$ cat src/rtl/pipe_hazard_ctrl_pkg.sv
// Shared pipeline types for the hazard sequencer: FSM state encoding,
// per-buffer-register control strobes and the load-use compare helper.
package pipe_hazard_ctrl_pkg;

  localparam int unsigned HZ_STATE_W = 2;

  typedef enum logic [HZ_STATE_W-1:0] {
    RUN      = 2'd0,
    LU_STALL = 2'd1,
    MEM_WAIT = 2'd2,
    ERR      = 2'd3
  } hz_state_e;

  // Load enable and synchronous clear for one pipeline buffer register.
  typedef struct packed {
    logic en;
    logic clr;
  } pipe_ctl_t;

  localparam pipe_ctl_t CTL_RUN    = '{en: 1'b1, clr: 1'b0};
  localparam pipe_ctl_t CTL_HOLD   = '{en: 1'b0, clr: 1'b0};
  localparam pipe_ctl_t CTL_BUBBLE = '{en: 1'b0, clr: 1'b1};

  // Load in EX whose destination feeds the instruction in ID; x0 never hazards.
  function automatic logic load_use_hit(input logic       memread,
                                        input logic [4:0] rd,
                                        input logic [4:0] rs1,
                                        input logic [4:0] rs2);
    return memread && (rd != 5'd0) && ((rd == rs1) || (rd == rs2));
  endfunction

endpackage

$ cat src/rtl/pipe_hazard_ctrl_mem_wait_timer.sv
// Saturating count of consecutive data-memory wait cycles. `expired` flags the
// wait cycle on which the count reaches MEM_TIMEOUT_CYC.
module mem_wait_timer #(
  parameter int unsigned MEM_TIMEOUT_CYC = 64,
  parameter int unsigned TMR_W           = 16
) (
  input  logic clk,
  input  logic reset,
  input  logic inc,
  input  logic clr,
  output logic expired
);

  localparam logic [TMR_W-1:0] LIMIT = TMR_W'(MEM_TIMEOUT_CYC);

  logic [TMR_W-1:0] cnt;

  // Count wait cycles, holding at LIMIT so the value never wraps.
  always_ff @(posedge clk) begin
    if (reset || clr) begin
      cnt <= '0;
    end else if (inc && (cnt != LIMIT)) begin
      cnt <= cnt + TMR_W'(1);
    end
  end

  assign expired = inc && (cnt >= (LIMIT - TMR_W'(1)));

endmodule

$ cat src/rtl/pipe_hazard_ctrl.sv
// Stall/flush sequencer for PC, IF/ID, ID/EX, EX/MEM and MEM/WB.
// Optional build macro PIPE_HAZARD_PERF_EN adds stall/flush/memwait
// performance counters as extra outputs.
module pipe_hazard_ctrl
  import pipe_hazard_ctrl_pkg::*;
#(
  parameter int unsigned MEM_TIMEOUT_CYC = 64,
  parameter int unsigned TMR_W           = 16
) (
  input  logic                  clk,
  input  logic                  reset,
  input  logic [4:0]            id_rs1,
  input  logic [4:0]            id_rs2,
  input  logic [4:0]            ex_rd,
  input  logic                  ex_memread,
  input  logic                  ex_redirect,
  input  logic                  mem_access,
  input  logic                  dmem_ready,
  output logic                  pc_en,
  output logic                  ifid_en,
  output logic                  idex_en,
  output logic                  exmem_en,
  output logic                  memwb_en,
  output logic                  ifid_clr,
  output logic                  idex_clr,
  output logic                  exmem_clr,
  output logic                  memwb_clr,
  output logic                  mem_err,
  output logic [HZ_STATE_W-1:0] state_o
`ifdef PIPE_HAZARD_PERF_EN
  ,
  output logic [31:0]           perf_stall_cnt,
  output logic [31:0]           perf_flush_cnt,
  output logic [31:0]           perf_memwait_cnt
`endif
);

  hz_state_e state, state_nxt;
  pipe_ctl_t ifid_c, idex_c, exmem_c, memwb_c;
  logic      pc_load;
  logic      lu_haz, mw_haz, mem_stall, expired, mem_err_q;
  logic      apply_stall, apply_flush, apply_memwait;

  assign lu_haz = load_use_hit(ex_memread, ex_rd, id_rs1, id_rs2);
  assign mw_haz = mem_access && !dmem_ready;
  // Once waiting, only dmem_ready ends the wait; ERR ignores memory entirely.
  assign mem_stall = (state != ERR) && (mw_haz || ((state == MEM_WAIT) && !dmem_ready));

  mem_wait_timer #(
    .MEM_TIMEOUT_CYC(MEM_TIMEOUT_CYC),
    .TMR_W          (TMR_W)
  ) u_timer (
    .clk    (clk),
    .reset  (reset),
    .inc    (mem_stall),
    .clr    (!mem_stall),
    .expired(expired)
  );

  // Prioritised strobe selection: reset > memory wait > redirect > load-use.
  always_comb begin
    pc_load       = 1'b1;
    ifid_c        = CTL_RUN;
    idex_c        = CTL_RUN;
    exmem_c       = CTL_RUN;
    memwb_c       = CTL_RUN;
    state_nxt     = RUN;
    apply_stall   = 1'b0;
    apply_flush   = 1'b0;
    apply_memwait = 1'b0;
    if (reset) begin
      pc_load = 1'b0;
      ifid_c  = CTL_BUBBLE;
      idex_c  = CTL_BUBBLE;
      exmem_c = CTL_BUBBLE;
      memwb_c = CTL_BUBBLE;
    end else if (state == ERR) begin
      pc_load   = 1'b0;
      ifid_c    = CTL_HOLD;
      idex_c    = CTL_HOLD;
      exmem_c   = CTL_HOLD;
      memwb_c   = CTL_HOLD;
      state_nxt = ERR;
    end else if (mem_stall) begin
      pc_load       = 1'b0;
      ifid_c        = CTL_HOLD;
      idex_c        = CTL_HOLD;
      exmem_c       = CTL_HOLD;
      memwb_c       = CTL_BUBBLE;
      state_nxt     = expired ? ERR : MEM_WAIT;
      apply_memwait = 1'b1;
    end else if (ex_redirect) begin
      ifid_c      = CTL_BUBBLE;
      idex_c      = CTL_BUBBLE;
      apply_flush = 1'b1;
    end else if (lu_haz) begin
      pc_load     = 1'b0;
      ifid_c      = CTL_HOLD;
      idex_c      = CTL_BUBBLE;
      state_nxt   = LU_STALL;
      apply_stall = 1'b1;
    end
  end

  // FSM state and sticky timeout flag.
  always_ff @(posedge clk) begin
    if (reset) begin
      state     <= RUN;
      mem_err_q <= 1'b0;
    end else begin
      state <= state_nxt;
      if (state_nxt == ERR) begin
        mem_err_q <= 1'b1;
      end
    end
  end

  assign pc_en     = pc_load;
  assign ifid_en   = ifid_c.en;
  assign idex_en   = idex_c.en;
  assign exmem_en  = exmem_c.en;
  assign memwb_en  = memwb_c.en;
  assign ifid_clr  = ifid_c.clr;
  assign idex_clr  = idex_c.clr;
  assign exmem_clr = exmem_c.clr;
  assign memwb_clr = memwb_c.clr;
  assign mem_err   = mem_err_q;
  assign state_o   = state;

`ifdef PIPE_HAZARD_PERF_EN
  // Event counters, one increment per cycle the corresponding action is applied.
  always_ff @(posedge clk) begin
    if (reset) begin
      perf_stall_cnt   <= '0;
      perf_flush_cnt   <= '0;
      perf_memwait_cnt <= '0;
    end else begin
      if (apply_stall)   perf_stall_cnt   <= perf_stall_cnt + 32'd1;
      if (apply_flush)   perf_flush_cnt   <= perf_flush_cnt + 32'd1;
      if (apply_memwait) perf_memwait_cnt <= perf_memwait_cnt + 32'd1;
    end
  end
`else
  logic unused_perf;
  assign unused_perf = apply_stall ^ apply_flush ^ apply_memwait;
`endif

endmodule

$ cat config.mk
export PLATFORM = sky130hd
export DESIGN_NAME = pipe_hazard_ctrl
export DESIGN_NICKNAME = d
export VERILOG_FILES = /design/src/rtl/pipe_hazard_ctrl_pkg.sv /design/src/rtl/pipe_hazard_ctrl_mem_wait_timer.sv /design/src/rtl/pipe_hazard_ctrl.sv
export SDC_FILE = /design/constraint.sdc
export NUM_CORES = 1
export LEC_CHECK = 0
export CAP_MARGIN = 20
export CORE_UTILIZATION = 48
export DETAILED_ROUTE_END_ITERATION = 6
export GPL_TIMING_DRIVEN = 1
export PLACE_DENSITY = 0.76
export SLEW_MARGIN = 20
export SYNTH_ARGS = -nofsm -noshare
export SYNTH_HDL_FRONTEND = slang
export SYNTH_HIERARCHICAL = 1
export SYNTH_SLANG_ARGS = --single-unit
export TNS_END_PERCENT = 50
$ cat constraint.sdc
create_clock -name clk -period 2.8 [get_ports clk]
set_clock_uncertainty 0.2 [all_clocks]
set_input_delay 0.28 -clock clk [delete_from_list [all_inputs] [get_ports clk]]
set_output_delay 0.28 -clock clk [all_outputs]
set_load 0.02 [all_outputs]
# Yosys cells after proc, flatten, opt, wreduce, memory -nomap -nowiden
# Cells that the tools add are included.
[classes]
addsub = 1
magnitude_cmp = 1
n_eq_ne = 7
muxes = 27
n_reduce_logical = 13
[op_table]
columns = ["cell", "count"]
rows = [
  ["$mux W2", 19],
  ["$add A16 B1 Y16 const B", 1],
  ["$ge A16 B6 Y1 const B", 1],
  ["$ne A16 B7 Y1 const B", 1],
  ["$eq A5 B5 Y1", 2],
  ["$mux W1", 8],
  ["$logic_and A1 B1 Y1", 7],
  ["$eq A2 B2 Y1 const B", 3],
  ["$reduce_bool A5 Y1", 1],
  ["$logic_or A1 B1 Y1", 3],
  ["$logic_not A1 Y1", 2],
  ["$ne A2 B2 Y1 const B", 1],
]
[totals]
regBits = 19
inputBits = 21
elab_cells = 52

# Depth between registers and ports, before layout
# Gate-level depths: netlist of the first run.
[logic_depth]
ltp_word = 10
depth_mapped = 8
ltp_nobuf = 8

# Hierarchy
# The synthesis of the first run kept the hierarchy.
[by_module_without_submodules]
columns = ["module", "instances", "cells_each", "area_each_um2", "seq_area_each_um2"]
rows = [
  ["mem_wait_timer", 1, 104, 904.6, 320.3],
  ["pipe_hazard_ctrl", 1, 44, 351.6, 60.1],
]

# Worst setup path before layout of the first run
# OpenSTA, ideal clock, no wires.
[synth_path]
path_kind = "input port to output port"
from = "input port ex_rd[1]"
to = "output port ifid_en"
arrival_ps = 1952
required_time_ps = 2320
slack_ps = 368
path_stages = 5
n_path_buf = 1
cell_sequence = "or4_1 > o21ai_2 > inv_2 > a2111oi_2 > buf_4"
[synth_via]
elab_chain_len = 8
word_cells_on_any_way = 11
[synth_rtl]
columns = ["item", "line_no", "text"]
rows = [
  ["start, declared", "pipe_hazard_ctrl.sv:14", "input logic [4:0] ex_rd,"],
  ["$eq A5 B5 Y1 or $reduce_bool A5 Y1 (tied branches)", "pipe_hazard_ctrl_pkg.sv:29", "return memread && (rd != 5'd0) && ((rd == rs1) || (rd == rs2));"],
  ["$logic_or A1 B1 Y1 or $logic_and A1 B1 Y1 (tied branches)", "pipe_hazard_ctrl_pkg.sv:29", ""],
  ["$logic_and A1 B1 Y1 *", "pipe_hazard_ctrl_pkg.sv:29", ""],
  ["$mux W2 *", "pipe_hazard_ctrl.sv:96", "end else if (lu_haz) begin"],
  ["$mux W2 *", "pipe_hazard_ctrl.sv:92", "end else if (ex_redirect) begin"],
  ["$mux W2 *", "pipe_hazard_ctrl.sv:84", "end else if (mem_stall) begin"],
  ["$mux W2 *", "pipe_hazard_ctrl.sv:77", "end else if (state == ERR) begin"],
  ["$mux W2 *", "pipe_hazard_ctrl.sv:71", "if (reset) begin"],
  ["end, declared", "pipe_hazard_ctrl.sv:20", "output logic ifid_en,"],
]
# Mark *: on every way between the ends. The rest lies on a longest branch, timed or not.

# Final worst setup path of the first run
# Same ends and word-level chain as after synthesis.

==> results.json, run 1 <==
{
  "dieArea_um2": 2830,
  "p_int_w": 0.000401,
  "endpoint_kind": "output port",
  "final_cells": 216,
  "cp_cell_sequence": "clkdlybuf4s50_1 > or4_1 > o21ai_2 > inv_2 > a2111oi_2 > dlygate4sd2_1",
  "worstSkewPairLatency_ps": 300,
  "multi_input_area_um2": 810,
  "cpLargestDelayFamily": "buffers and inverters",
  "p_per_area_nw_per_um2": 329,
  "max_freq_mhz": 366,
  "syn_to_final_growth_pct": 32.7,
  "yosys.area.top_type": "dfxtp_1",
  "grt_pass1_vias": 1101,
  "ctsLongestPathBuffers": 2,
  "worst_pin_slew_ps": 408,
  "wirelength_mm": 2.96,
  "ys_warn_count": 6,
  "drive_gt1_share_pct": 16.7,
  "r2r-end": "state_o[0]$_SDFF_PP0_",
  "drc": 0,
  "core-area_um2": 2480,
  "synthArstFlopShare_pct": 0,
  "synth_top_area_share_pct": 30.3,
  "worst-path-buf-inv": 3,
  "maxSlewHeadroom_pct": 72.6,
  "cts_tree": "built",
  "hold_class": "reg2reg",
  "r2r_start": "u_timer/cnt[2]$_SDFFE_PP0P_",
  "rows": 18,
  "min_path_cells": 2,
  "dp_hpwl_mm": 2.34,
  "slowest_stage": "or4_1",
  "leakagePower_nw": 0.623,
  "synth_top_flop_cell": "dfxtp_1",
  "antenna_found_initial": 0,
  "synth-seq-cells": 19,
  "power.switching_w": 0.000147,
  "synth_area_leaders": "dfxtp_1 30%, xnor2_1 11%, nor2_1 6.0%",
  "status": "finished clean",
  "yosysMostFrequentCell": "nor2_1",
  "arrival_ps": 2260,
  "drtAntennaViolNets": 0,
  "seqPwrFrac_pct": 50.3,
  "vias_per_cell": 5.50,
  "ir_worst_vdd_mv": 0.355,
  "synth.avg_cell_area_um2": 8.49,
  "synthTopCellsByCount": "20 x nor2_1, 19 x dfxtp_1, 16 x xnor2_1, 14 x nand2_1, 10 x nand3_1",
  "post_drt_wl_per_cell_um": 13.7,
  "root_buffer": "clkbuf_4",
  "ioPinCount": 33,
  "layout_min_cycle_time_ps": 2740,
  "grt_max_degree": 16,
  "portBuffers": 32,
  "synth-edff-count": 0,
  "rsz0062_at_grt": "yes",
  "utilization_pct": 67.3,
  "cts.repair.resized": 3,
  "min_from": "mem_err$_SDFFE_PP0N_",
  "critPathMaxStageDelay_ps": 540,
  "grt_overflow_total": 0,
  "fill_cells": 218,
  "dr.pass1.iters": 4,
  "critPathMaxFanout": 2,
  "grt_pass1_wl_mm": 4.70,
  "start_util_pct": 50.7,
  "postPlaceCellArea_um2": 1640,
  "postCtsSetupRepairBufs": 0,
  "swShare_pct": 26.8,
  "slew_viol_final": 0,
  "synthCells": 148,
  "fp.dieW_um": 53.2,
  "hold_ws_ps": 315,
  "path_class": "in2out",
  "clkSlewWorstSetupHoldPaths_ps": 100,
  "fin_area_um2": 1670,
  "ctsHtreeMaxLevel": 1,
  "numPlacedInstances": 212,
  "period_share_pct": 97.7,
  "clkSinkCount": 19,
  "drtIter0Drc": 33,
  "min_to": "mem_err$_SDFFE_PP0N_",
  "critPathLaunchType": "primary input",
  "seq_area_um2": 380,
  "critPathRequiredTime_ps": 2320,
  "synth_area_um2": 1260,
  "power_w": 0.000548,
  "ys_seq_area_share_pct": 30.3,
  "reg2reg_slack_ps": 630,
  "p_clk_share_pct": 25.5,
  "grt_usage_pct": 23.4,
  "drv_cap": 0,
  "vias": 1188,
  "ys_types": 46,
  "routabilityCongestion": 0.797,
  "r2r_cells": 6,
  "cts_made_buffers": 3,
  "die_h_um": 53.2,
  "nets": 210,
  "combPwrFrac_pct": 24.2,
  "cts-hold-fix-buffers": 0,
  "hold_viol": 0,
  "setup_viol": 0,
  "n_antenna_cell": 0,
  "syn_nets": 171
}
[cells in the final DEF, fill, tap and decap left out, drive strengths merged]
master         count
a21o               2
dfxtp             19
clkdlybuf4s50     28
a41oi              1
buf                9
nor3               6
dlymetal6s2s       1
a221oi             1
o22ai              1
and4               1
o31a               1
a41o               1
o21ai              3
or4                3
a21oi              4
o22a               1
xnor2             16
nor4               4
o31ai              1
a31o               2
or3                2
xor2               4
nand2             14
mux2i              1
a2111oi            1
nand3             10
clkbuf             4
inv                7
dlygate4sd2        3
nor4b              2
ha                 2
nor2              21
nand2b             1
and3b              1
o21ba              1
a31oi              1
or2                1
nand4              5
[kinds of logic (layout without fill, tap and decap cells)]
| logic type | count (synthesis) | in the layout | synth area share [%] |
|---|---|---|---|
| buffers and inverters | 14 | 52 | 5.28 |
| adders and majority gates | 2 | 2 | 1.99 |
| DFF | 19 | 19 | 30.3 |
| AOI/OAI and AO/OA | 21 | 21 | 13.5 |
| xor gates and xnor gates | 20 | 20 | 13.9 |
| and+or+nand+nor | 71 | 71 | 34.2 |
| muxes | 1 | 1 | 0.797 |
[routing by layer]
metal  up-vias  wire (um)  GRT usage [%]
met4         0         51           10.5
met3         5        163           5.75
met1       546       1300           25.0
met5         -          0              0
met2        37       1440           42.6
li1        600          -              -
[final cells by class]
class | instances | share of cell area (%)
clock buffer | 4 | 1.58
inverter | 7 | 1.58
multi-input combinational | 115 | 48.6
sequential | 19 | 22.8
tap | 30 | 2.25
timing repair buffer | 41 | 23.2
[stage by stage]
stage          TNS (ps)  worst slack (ps)
6_report              0              64.3
5_1_grt           -27.0             -21.7
4_1_cts               0              50.6
3_5_place_dp       -548              -259
3_3_place_gp       -345              -174
2_1_floorplan         0               368
[worst min-delay path, stage by stage (launching register included)]
cell      delay [ps]
dfxtp_1          350
a221oi_1          50
nor2_1            80
[power groups by stage]
stage          Clock [W]  Combinational, W  Sequential, W
2_1_floorplan          0         0.0000623       0.000283
3_3_place_gp           0          0.000133       0.000281
3_5_place_dp           0          0.000135       0.000281
4_1_cts         0.000145          0.000133       0.000275
5_1_grt         0.000157          0.000142       0.000276
6_report        0.000140          0.000133       0.000275
[registers in the layout, summed over array words and instances (netlist names)]
register / count
u_timer/cnt: 16
mem_err: 1
state_o: 2
[worst max-delay path by stage]
stage	start	end	slack (ps)	cells after the start
2_1_floorplan	ex_rd[1]	ifid_en	370	5
3_3_place_gp	ex_rd[1]	idex_en	-170	6
3_5_place_dp	ex_rd[1]	ifid_en	-260	6
4_1_cts	ex_rd[1]	ifid_en	50	6
5_1_grt	ex_rd[1]	ifid_en	-20	6
6_report	ex_rd[1]	ifid_en	60	6
Power figures use the tool's default switching activity.
==> inputs of run 2 (changes only) <==
--- a/config.mk
+++ b/config.mk
@@ -6,10 +6,13 @@
 export NUM_CORES = 1
 export LEC_CHECK = 0
 export CAP_MARGIN = 20
-export CORE_UTILIZATION = 48
+export CELL_PAD_IN_SITES_DETAIL_PLACEMENT = 0
+export CELL_PAD_IN_SITES_GLOBAL_PLACEMENT = 1
+export CORE_UTILIZATION = 35
 export DETAILED_ROUTE_END_ITERATION = 6
+export GPL_ROUTABILITY_DRIVEN = 0
 export GPL_TIMING_DRIVEN = 1
-export PLACE_DENSITY = 0.76
+export PLACE_DENSITY = 0.75
 export SLEW_MARGIN = 20
 export SYNTH_ARGS = -nofsm -noshare
 export SYNTH_HDL_FRONTEND = slang
==> results.json, run 2 (synthesized netlist as in run 1, its figures left out) <==
{
  "status": "finished clean",
  "largest_register": "u_timer/cnt",
  "cp-endpoint": "idex_clr",
  "clkSlewWorstSetupHoldPaths_ps": 120,
  "ir_worst_vdd_mv": 0.171,
  "grt_pass1_wl_mm": 4.73,
  "post_drt_wl_per_cell_um": 12.0,
  "dp_worst_setup_slack_ps": -218,
  "fill_cells": 335,
  "drive_gt1_share_pct": 17.7,
  "ctsHtreeMaxLevel": 1,
  "wl_met1_mm": 1.25,
  "n_antenna_cell": 0,
  "critPathRequiredTime_ps": 2320,
  "drtIter0Drc": 27,
  "crit_start": "ex_rd[1]",
  "die_h_um": 61.9,
  "grt_max_degree": 16,
  "drc": 0,
  "dr.pass1.iters": 4,
  "vias_per_cell": 5.16,
  "period_share_pct": 96.9,
  "maxSlewHeadroom_pct": 73.8,
  "endpoint_kind": "output port",
  "numPlacedInstances": 228,
  "critPathMaxFanout": 2,
  "r2r_start": "state_o[1]$_SDFF_PP0_",
  "hold_ws_ps": 295,
  "clkSinkCount": 19,
  "cp_cell_sequence": "clkdlybuf4s50_1 > or4_1 > o21ai_2 > inv_2 > a31o_2 > clkdlybuf4s50_1",
  "setup_viol": 0,
  "worstSkewPairLatency_ps": 300,
  "largest_reg_flops": 16,
  "met2_length_mm": 1.42,
  "r2r-end": "u_timer/cnt[14]$_SDFFE_PP0P_",
  "fp.dieW_um": 61.9,
  "core-area_um2": 3390,
  "start_util_pct": 37.1,
  "ioPinCount": 33,
  "cts_tree": "built",
  "vias": 1196,
  "final_cells": 232,
  "critPathLaunchType": "primary input",
  "drtAntennaViolNets": 0,
  "rsz0062_at_grt": "no",
  "dieArea_um2": 3830,
  "max_freq_mhz": 369,
  "critPathMaxStageDelay_ps": 550,
  "fin_area_um2": 1700,
  "arrival_ps": 2230,
  "syn_to_final_growth_pct": 35.0,
  "rows": 21,
  "nets": 210,
  "hold_viol": 0,
  "reg2reg_slack_ps": 670,
  "hold_class": "reg2reg",
  "dp_hpwl_mm": 2.22,
  "worst_pin_slew_ps": 390,
  "ctsLongestPathBuffers": 2,
  "portBuffers": 32,
  "root_buffer": "clkbuf_4",
  "leakagePower_nw": 0.627,
  "setup_ws_ps": 86.8,
  "final_common_cell": "clkdlybuf4s50_1",
  "cts_made_buffers": 3,
  "r2r_cells": 8,
  "layout_common_cells": "29 x clkdlybuf4s50_1, 20 x nor2_1, 19 x dfxtp_1, 16 x xnor2_1, 14 x nand2_1",
  "wirelength_mm": 2.79,
  "drv_cap": 0,
  "antenna_found_initial": 0,
  "layout_min_cycle_time_ps": 2710,
  "topRoutingLayerUsed": "met3",
  "p_per_area_nw_per_um2": 325,
  "path_class": "in2out",
  "wl_met3_um": 118,
  "crit_top_cell": "clkdlybuf4s50_1",
  "slew_viol_final": 0,
  "grt_usage_pct": 16.7,
  "tns_ps": 0,
  "grt_pass1_vias": 1106,
  "grt_overflow_total": 0,
  "postPlaceCellArea_um2": 1660,
  "slowest_stage": "or4_1"
}
[run 2: layer usage]
layer	up-vias	track usage (%)
met2	36	30.4
met5	-	0
met1	560	19.6
met4	0	5.71
met3	0	2.90
li1	600	-
[run 2: worst max-delay path, delay by kind of cell]
kind            cells  cell delay (ps)
compound gates      2              400
buf+inv             3             1010
simple gates        1              550
[run 2: repair_timing]
action,CTS,global route
setup endpoints to repair,2,2
hold buffers,0,0
buffers inserted,0,0
resized for setup,2,2
gates cloned,0,0
endpoints found under the hold margin,0,0
[run 2: how the worst min path moves through the flow]
stage                            startpoint                           end  slack (ps)  cells after the start
3_5_place_dp   u_timer/cnt[15]$_SDFFE_PP0P_  u_timer/cnt[15]$_SDFFE_PP0P_         280                      2
2_1_floorplan                         reset          mem_err$_SDFFE_PP0N_         150                      1
6_report       u_timer/cnt[15]$_SDFFE_PP0P_  u_timer/cnt[15]$_SDFFE_PP0P_         300                      2
3_3_place_gp           mem_err$_SDFFE_PP0N_          mem_err$_SDFFE_PP0N_         270                      2
5_1_grt        u_timer/cnt[15]$_SDFFE_PP0P_  u_timer/cnt[15]$_SDFFE_PP0P_         320                      2
4_1_cts        u_timer/cnt[15]$_SDFFE_PP0P_  u_timer/cnt[15]$_SDFFE_PP0P_         300                      2
[run 2: per-stage QoR]
stage / utilization (%) / total power [W]
final: 50.0 / 0.000550
after global routing: 50.0 / 0.000582
after CTS: 49.8 / 0.000558
after detailed placement: 49.0 / 0.000415
after global placement: 49.0 / 0.000414
after floorplan: - / 0.000345
[run 2: layout make-up]
type / instances / area, um2 / area share (%)
Multi-Input combinational cell: 115 / 816 / 48.1
Clock buffer: 3 / 22.5 / 1.33
Sequential cell: 19 / 380 / 22.4
Timing Repair Buffer: 41 / 388 / 22.9
Clock inverter: 1 / 5.00 / 0.295
Tap cell: 46 / 57.6 / 3.39
Inverter: 7 / 26.3 / 1.55
[run 2: power by group]
group | switching, W | leakage (nW) | internal, W
Sequential | 0.00000283 | 0.153 | 0.000272
Clock | 0.0000891 | 0.0177 | 0.0000532
Combinational | 0.0000593 | 0.456 | 0.0000732
Total | 0.000151 | 0.627 | 0.000399
